`src/rtl/alub_operand_unit_if.sv`:
```
// ALU B operand bus: register/decoder fields in, operand and prefix status out.
// Latency: none, wires only.
// Backpressure: none; the consumer stalls the unit through advance.
interface alub_operand_unit_if #(
    parameter int DATA_WIDTH = 16
);
    localparam int PFX_DEPTH = DATA_WIDTH / 8 - 1;
    localparam int CW        = $clog2(PFX_DEPTH + 1);

    logic [DATA_WIDTH-1:0] alub_din;
    logic [3:0]            alub_srcx;
    logic [3:0]            arga_x;
    logic [3:0]            argb_x;
    logic                  advance;
    logic                  flush;
    logic [DATA_WIDTH-1:0] alub_data;
    logic                  pfx_valid;
    logic [CW-1:0]         pfx_count;
    logic                  pfx_ovf;

    // Decoder / pipeline side.
    modport master (
        output alub_din, alub_srcx, arga_x, argb_x, advance, flush,
        input  alub_data, pfx_valid, pfx_count, pfx_ovf
    );

    // Operand unit side.
    modport slave (
        input  alub_din, alub_srcx, arga_x, argb_x, advance, flush,
        output alub_data, pfx_valid, pfx_count, pfx_ovf
    );
endinterface

```
`src/rtl/alub_operand_unit.sv`:
```
// ALU B operand select with a PFX byte accumulator for wide immediates.
// Latency: operand is combinational; prefix state updates one edge after a PFX retires.
// Backpressure: advance=0 stalls and holds the prefix; flush drops it.
module alub_operand_unit #(
    parameter int DATA_WIDTH = 16
) (
    input  logic               clk,
    input  logic               rst_n,
    alub_operand_unit_if.slave bus
);
    localparam int PFX_DEPTH = DATA_WIDTH / 8 - 1;
    localparam int CW        = $clog2(PFX_DEPTH + 1);
    localparam int PW        = DATA_WIDTH - 8;
    localparam logic [CW-1:0] DEPTH_C = CW'(PFX_DEPTH);

    typedef enum logic [3:0] {
        SRC_REG_B = 4'd0,
        SRC_U8H   = 4'd1,
        SRC_U8    = 4'd2,
        SRC_S8    = 4'd3,
        SRC_U4    = 4'd4,
        SRC_U4_0  = 4'd5,
        SRC_U6    = 4'd6,
        SRC_U6_0  = 4'd7,
        SRC_PFX   = 4'd8
    } srcx_e;

    logic [PW-1:0]         pacc, pacc_nxt;
    logic [CW-1:0]         cnt, cnt_nxt;
    logic                  valid_q;
    logic                  ovf_q, ovf_nxt;
    logic [7:0]            i8;
    logic [5:0]            i6;
    logic [DATA_WIDTH-1:0] shifted;
    logic [DATA_WIDTH-1:0] imm_u, imm_s;
    logic                  sgn;
    logic [DATA_WIDTH-1:0] operand;

    assign i8      = {bus.arga_x, bus.argb_x};
    assign i6      = {bus.arga_x[3:2], bus.argb_x};
    // Low PW bits of {pacc, i8}: oldest byte falls off the top, new byte enters at the bottom.
    assign shifted = {pacc, i8};

    // Prefix next state: flush beats push, any other retired instruction consumes the prefix.
    always_comb begin
        pacc_nxt = pacc;
        cnt_nxt  = cnt;
        ovf_nxt  = 1'b0;
        if (bus.flush) begin
            pacc_nxt = '0;
            cnt_nxt  = '0;
        end else if (bus.advance) begin
            if (bus.alub_srcx == SRC_PFX) begin
                pacc_nxt = shifted[PW-1:0];
                if (cnt == DEPTH_C) begin
                    ovf_nxt = 1'b1;
                end else begin
                    cnt_nxt = cnt + 1'b1;
                end
            end else begin
                pacc_nxt = '0;
                cnt_nxt  = '0;
            end
        end
    end

    // Prefix registers; reset drops any pending prefix immediately.
    always_ff @(posedge clk or negedge rst_n) begin
        if (!rst_n) begin
            pacc    <= '0;
            cnt     <= '0;
            valid_q <= 1'b0;
            ovf_q   <= 1'b0;
        end else begin
            pacc    <= pacc_nxt;
            cnt     <= cnt_nxt;
            valid_q <= (cnt_nxt != '0);
            ovf_q   <= ovf_nxt;
        end
    end

    // Build {P, I8}: byte k of pacc sits at operand byte k+1; bytes above the prefix are zero or sign fill.
    always_comb begin
        imm_u      = '0;
        imm_s      = '0;
        imm_u[7:0] = i8;
        imm_s[7:0] = i8;
        sgn        = i8[7];
        for (int k = 0; k < PFX_DEPTH; k++) begin
            if (k + 1 == int'(cnt)) begin
                sgn = pacc[k*8+7];
            end
        end
        for (int k = 0; k < PFX_DEPTH; k++) begin
            if (k < int'(cnt)) begin
                imm_u[k*8+8 +: 8] = pacc[k*8 +: 8];
                imm_s[k*8+8 +: 8] = pacc[k*8 +: 8];
            end else begin
                imm_s[k*8+8 +: 8] = {8{sgn}};
            end
        end
    end

    // Operand mux; depends only on data/fields and registered prefix state.
    always_comb begin
        operand = '0;
        case (bus.alub_srcx)
            SRC_REG_B: operand = bus.alub_din;
            SRC_U8H:   operand = {i8, bus.alub_din[DATA_WIDTH-9:0]};
            SRC_U8:    operand = imm_u;
            SRC_S8:    operand = imm_s;
            SRC_U4:    operand = DATA_WIDTH'(bus.argb_x);
            SRC_U4_0:  operand = DATA_WIDTH'({bus.argb_x, 1'b0});
            SRC_U6:    operand = DATA_WIDTH'(i6);
            SRC_U6_0:  operand = DATA_WIDTH'({i6, 1'b0});
            default:   operand = '0;
        endcase
    end

    assign bus.alub_data = operand;
    assign bus.pfx_valid = valid_q;
    assign bus.pfx_count = cnt;
    assign bus.pfx_ovf   = ovf_q;
endmodule

```
`src/flat_wrapper.sv`:
```
// flat-port wrapper written by rule: the top's interface ports become plain ports
module alub_operand_unit_flat 
#(
    parameter int DATA_WIDTH = 16
)
  (clk, rst_n, bus_alub_din, bus_alub_srcx, bus_arga_x, bus_argb_x, bus_advance, bus_flush, bus_alub_data, bus_pfx_valid, bus_pfx_count, bus_pfx_ovf);
  alub_operand_unit_if #(.DATA_WIDTH(DATA_WIDTH)) bus_i ();
  input  logic clk;
  input  logic rst_n;
  input wire logic [$bits(bus_i.alub_din)-1:0] bus_alub_din;
  input wire logic [$bits(bus_i.alub_srcx)-1:0] bus_alub_srcx;
  input wire logic [$bits(bus_i.arga_x)-1:0] bus_arga_x;
  input wire logic [$bits(bus_i.argb_x)-1:0] bus_argb_x;
  input wire logic [$bits(bus_i.advance)-1:0] bus_advance;
  input wire logic [$bits(bus_i.flush)-1:0] bus_flush;
  output wire logic [$bits(bus_i.alub_data)-1:0] bus_alub_data;
  output wire logic [$bits(bus_i.pfx_valid)-1:0] bus_pfx_valid;
  output wire logic [$bits(bus_i.pfx_count)-1:0] bus_pfx_count;
  output wire logic [$bits(bus_i.pfx_ovf)-1:0] bus_pfx_ovf;
  assign bus_i.alub_din = bus_alub_din;
  assign bus_i.alub_srcx = bus_alub_srcx;
  assign bus_i.arga_x = bus_arga_x;
  assign bus_i.argb_x = bus_argb_x;
  assign bus_i.advance = bus_advance;
  assign bus_i.flush = bus_flush;
  assign bus_alub_data = bus_i.alub_data;
  assign bus_pfx_valid = bus_i.pfx_valid;
  assign bus_pfx_count = bus_i.pfx_count;
  assign bus_pfx_ovf = bus_i.pfx_ovf;
  alub_operand_unit #(.DATA_WIDTH(DATA_WIDTH)) u_core (.clk(clk), .rst_n(rst_n), .bus(bus_i));
endmodule
```
`config.mk`:
```
export PLATFORM = sky130hd
export DESIGN_NAME = alub_operand_unit_flat
export DESIGN_NICKNAME = d
export VERILOG_FILES = /design/src/rtl/alub_operand_unit_if.sv /design/src/rtl/alub_operand_unit.sv /design/src/flat_wrapper.sv
export SDC_FILE = /design/constraint.sdc
export NUM_CORES = 1
export LEC_CHECK = 0
export CORE_UTILIZATION = 35
export CTS_CLUSTER_SIZE = 24
export DETAILED_ROUTE_END_ITERATION = 6
export PLACE_DENSITY = 0.79
export SYNTH_ARGS = -nofsm -noshare
export SYNTH_HDL_FRONTEND = slang
export SYNTH_SLANG_ARGS = --single-unit
export TNS_END_PERCENT = 50
```
`constraint.sdc`:
```
create_clock -name clk -period 3.52 [get_ports clk]
set_input_delay 0.704 -clock clk [delete_from_list [all_inputs] [get_ports clk]]
set_output_delay 0.704 -clock clk [all_outputs]
set_load 0.01 [all_outputs]
```
==> impl_metrics.sql <==
INSERT INTO impl_metrics (metric_group, metric, value, unit) VALUES
('run_status', 'run_status', 'completed', ''),
('synth', 'netlist_top_cells_count', 'dfrtp_1 (10), a211oi_1 (9), a221o_1 (8), a22o_1 (8)', ''),
('synth', 'synth-seq-cells', '10', ''),
('synth', 'synth_edf_count', '0', ''),
('setup_path', 'setup.worst_path.start_class', 'input port', ''),
('grt', 'grt-ovfl-total', '0', ''),
('route', 'route.detailed.drc', '0', ''),
('power', 'p_per_area', '222', 'nW/um^2'),
('synth', 'synth_cell_type_count', '26', ''),
('sta', 'final_hold_violating_endpoints', '0', ''),
('grt', 'global_route_wire_length_before_repair', '4110', 'microns'),
('power', 'totalPowerFinal', '0.313', 'mW'),
('sta', 'timing.final.setup_violations', '0', ''),
('synth', 'syn-mean-instance-area', '9.98', 'sq um'),
('die', 'die_height', '50.9', 'microns'),
('grt', 'grt_start_max_net_pins', '19', ''),
('route', 'num_vias', '932', ''),
('power', 'power.ir.vdd_worst', '0.000171', 'V'),
('setup_path', 'cp_data_arrival_time', '2590', 'ps'),
('sta', 'fmax', '303', 'MHz'),
('synth', 'synth_cells', '84', ''),
('sta', 'timing_worst_slew_pin_value', '584', 'ps'),
('die', 'start_util', '37.5', '%'),
('grt', 'grtUsageTotal', '21.4', '%'),
('worst_hold_path', 'min-delay-path-class', 'register to register', ''),
('synth', 'ys_warn_count', '0', ''),
('setup_path', 'worstSetupEndpointType', 'output pin', ''),
('route', 'wirelength', '2570', 'microns'),
('clock_tree', 'post_cts_hold_buffer_count', '0', ''),
('die', 'floorplan.core_area', '2230', 'sq um'),
('route', 'antenna_violating_nets_post_route', '0', ''),
('placement', 'io_buffers', '50', ''),
('sta', 'period_needed', '3300', 'ps'),
('cells_and_area', 'num_antenna_cells', '0', ''),
('cells_and_area', 'fill_cells', '198', ''),
('synth', 'ys_seq_area_share', '29.9', '%'),
('sta', 'hold_ws', '507', 'ps'),
('grt', 'first_global_vias', '851', ''),
('route', 'dr.pass1.iters', '5', ''),
('cells_and_area', 'final_layout_size_suffix_gt1_share', '14.7', '%'),
('setup_path', 'worst-setup-path-type', 'input port to output pin', ''),
('clock_tree', 'clk_path_buf_depth', '2', ''),
('route', 'detail_route.wl_per_cell', '15.7', 'microns'),
('synth', 'syn-num-nets', '116', ''),
('synth', 'ys_async_sr_fraction', '100', '%'),
('synth', 'netlist.top_cell.by_area', 'dfrtp_1', ''),
('die', 'std_cell_rows', '17', ''),
('synth', 'synthesized_cell_area', '838', 'sq um'),
('clock_tree', 'htree_levels', '1', ''),
('placement', 'post_dp_cell_area', '1380', 'sq um'),
('clock_tree', 'cts_root_buf', 'clkbuf_4', ''),
('sta', 'drv_slew', '0', ''),
('die', 'die_area', '2590', 'sq um'),
('synth', 'yosys.cell_count.top_type', 'dfrtp_1', ''),
('clock_tree', 'tritoncts_clock_tree', 'yes', ''),
('clock_tree', 'clk_transition_reported_paths', '60', 'ps'),
('die', 'die-width', '50.9', 'microns'),
('cells_and_area', 'design.final.nets', '170', ''),
('placement', 'place_hpwl', '1940', 'microns'),
('synth', 'synth_ff_type', 'dfrtp_1', ''),
('clock_tree', 'cts-buffers-inserted', '3', ''),
('cells_and_area', 'area_growth_syn_to_layout', '67.9', '%'),
('route', 'drt_iter0_drc', '28', ''),
('clock_tree', 'clk_latency', '260', 'ps'),
('route', 'avgViaCountPerCell', '5.68', ''),
('grt', 'antenna_found_initial', '0', ''),
('sta', 'slew_headroom', '60.9', '%'),
('sta', 'final.setup_skew', '0.735', 'ps'),
('synth', 'synthDominantCellAreaShare', '29.9', '%'),
('synth', 'largest_cells_by_area_after_synthesis', 'dfrtp_1 (30%), a221o_1 (9.6%), mux2_2 (9.4%)', ''),
('placement', 'gp_routability_congestion', '0.772', ''),
('setup_path', 'crit_path_max_fanout', '17', ''),
('sta', 'fin_tns_setup', '0', 'ps'),
('clock_tree', 'cts.sink_count', '10', ''),
('sta', 'rsz0062_at_grt', 'no', ''),
('power', 'static_leak', '0.575', 'nW'),
('cells_and_area', 'finish.utilization', '63.0', '%'),
('die', 'io_pins', '51', ''),
('cells_and_area', 'design_area', '1410', 'sq um'),
('sta', 'final.period_utilization', '93.7', '%'),
('job', 'maxCapViolations', '0', ''),
('setup_path', 'worst_ep_required_time', '2820', 'ps');
==> kinds of logic after synthesis <==
kind of cell / count (synthesis) / synth area share, %
DFF: 10 / 29.9
AOI/OAI and AO/OA: 30 / 30.4
muxes: 14 / 17.8
and+or+nand+nor: 21 / 16.0
buffers and inverters: 9 / 5.97
==> worst max-delay path, stage by stage <==
cell	delay, ps
clkdlybuf4s50_1	450
buf_4	230
nand3_1	140
nor4_1	190
buf_4	210
a221o_1	130
clkdlybuf4s50_1	540
==> layout by cell type, fill, tap and decap left out, types with 5 or more instances in the layout <==
cell type,instances
dfrtp_1,10
buf_4,7
mux2i_1,7
clkdlybuf4s50_1,50
a211oi_1,9
mux2_2,7
a221o_1,8
a22o_1,8
nor2b_1,5
==> where the power goes <==
| group | switching, mW | internal (mW) |
|---|---|---|
| clock | 0.0370 | 0.0394 |
| combinational | 0.0471 | 0.0730 |
| sequential | 0.000682 | 0.116 |
==> final timing paths <==
kind                       depth (start not counted)            startpoint  slack [ps]                   end
setup / recovery                                   7      bus_alub_srcx[0]         220     bus_alub_data[11]
hold / removal                                     1        u_core.pacc[1]         510        u_core.pacc[1]
setup reg to reg                                   1  u_core.bus.pfx_count        2810  u_core.bus.pfx_count
hold reg to reg                                    1        u_core.pacc[1]         510        u_core.pacc[1]
max in group asynchronous                          1                 rst_n        2480  u_core.bus.pfx_count
min in group asynchronous                          1                 rst_n         750        u_core.pacc[7]
==> metal layers <==
metal	part of all wire, %	vias up	global-route usage (%)
met5	0	-	0
met4	1.9	0	11.1
met3	6.1	5	2.68
met2	51	39	35.1
met1	41	444	27.1
li1	-	444	-
==> sequential cells by signal, indices dropped and copies added (netlist names) <==
name	count
u_core.bus.pfx_count	1
u_core.bus.pfx_ovf	1
u_core.pacc	8
==> layout make-up <==
cell class              count  area [sq um]  area share, %
clock buffers               3          22.5           1.60
inverters                   1          3.75          0.267
multi-input cells          65           543           38.6
flip-flops and latches     10           250           17.8
well taps                  28          35.0           2.49
repair buffers             57           553           39.3
==> per-stage QoR <==
stage                     setup slack, ps  instances
after floorplan                       957         84
after global routing                  118        164
after global placement               79.7        161
final                                 221        164
after detailed placement             36.8        161
after CTS                            35.7        164
==> repair_timing <==
| item | CTS | global route |
|---|---|---|
| buffers inserted | 0 | 0 |
| endpoints found under the setup margin | 0 | 8 |
| gates resized for setup | 0 | 1 |
Power figures use the tool's default switching activity.
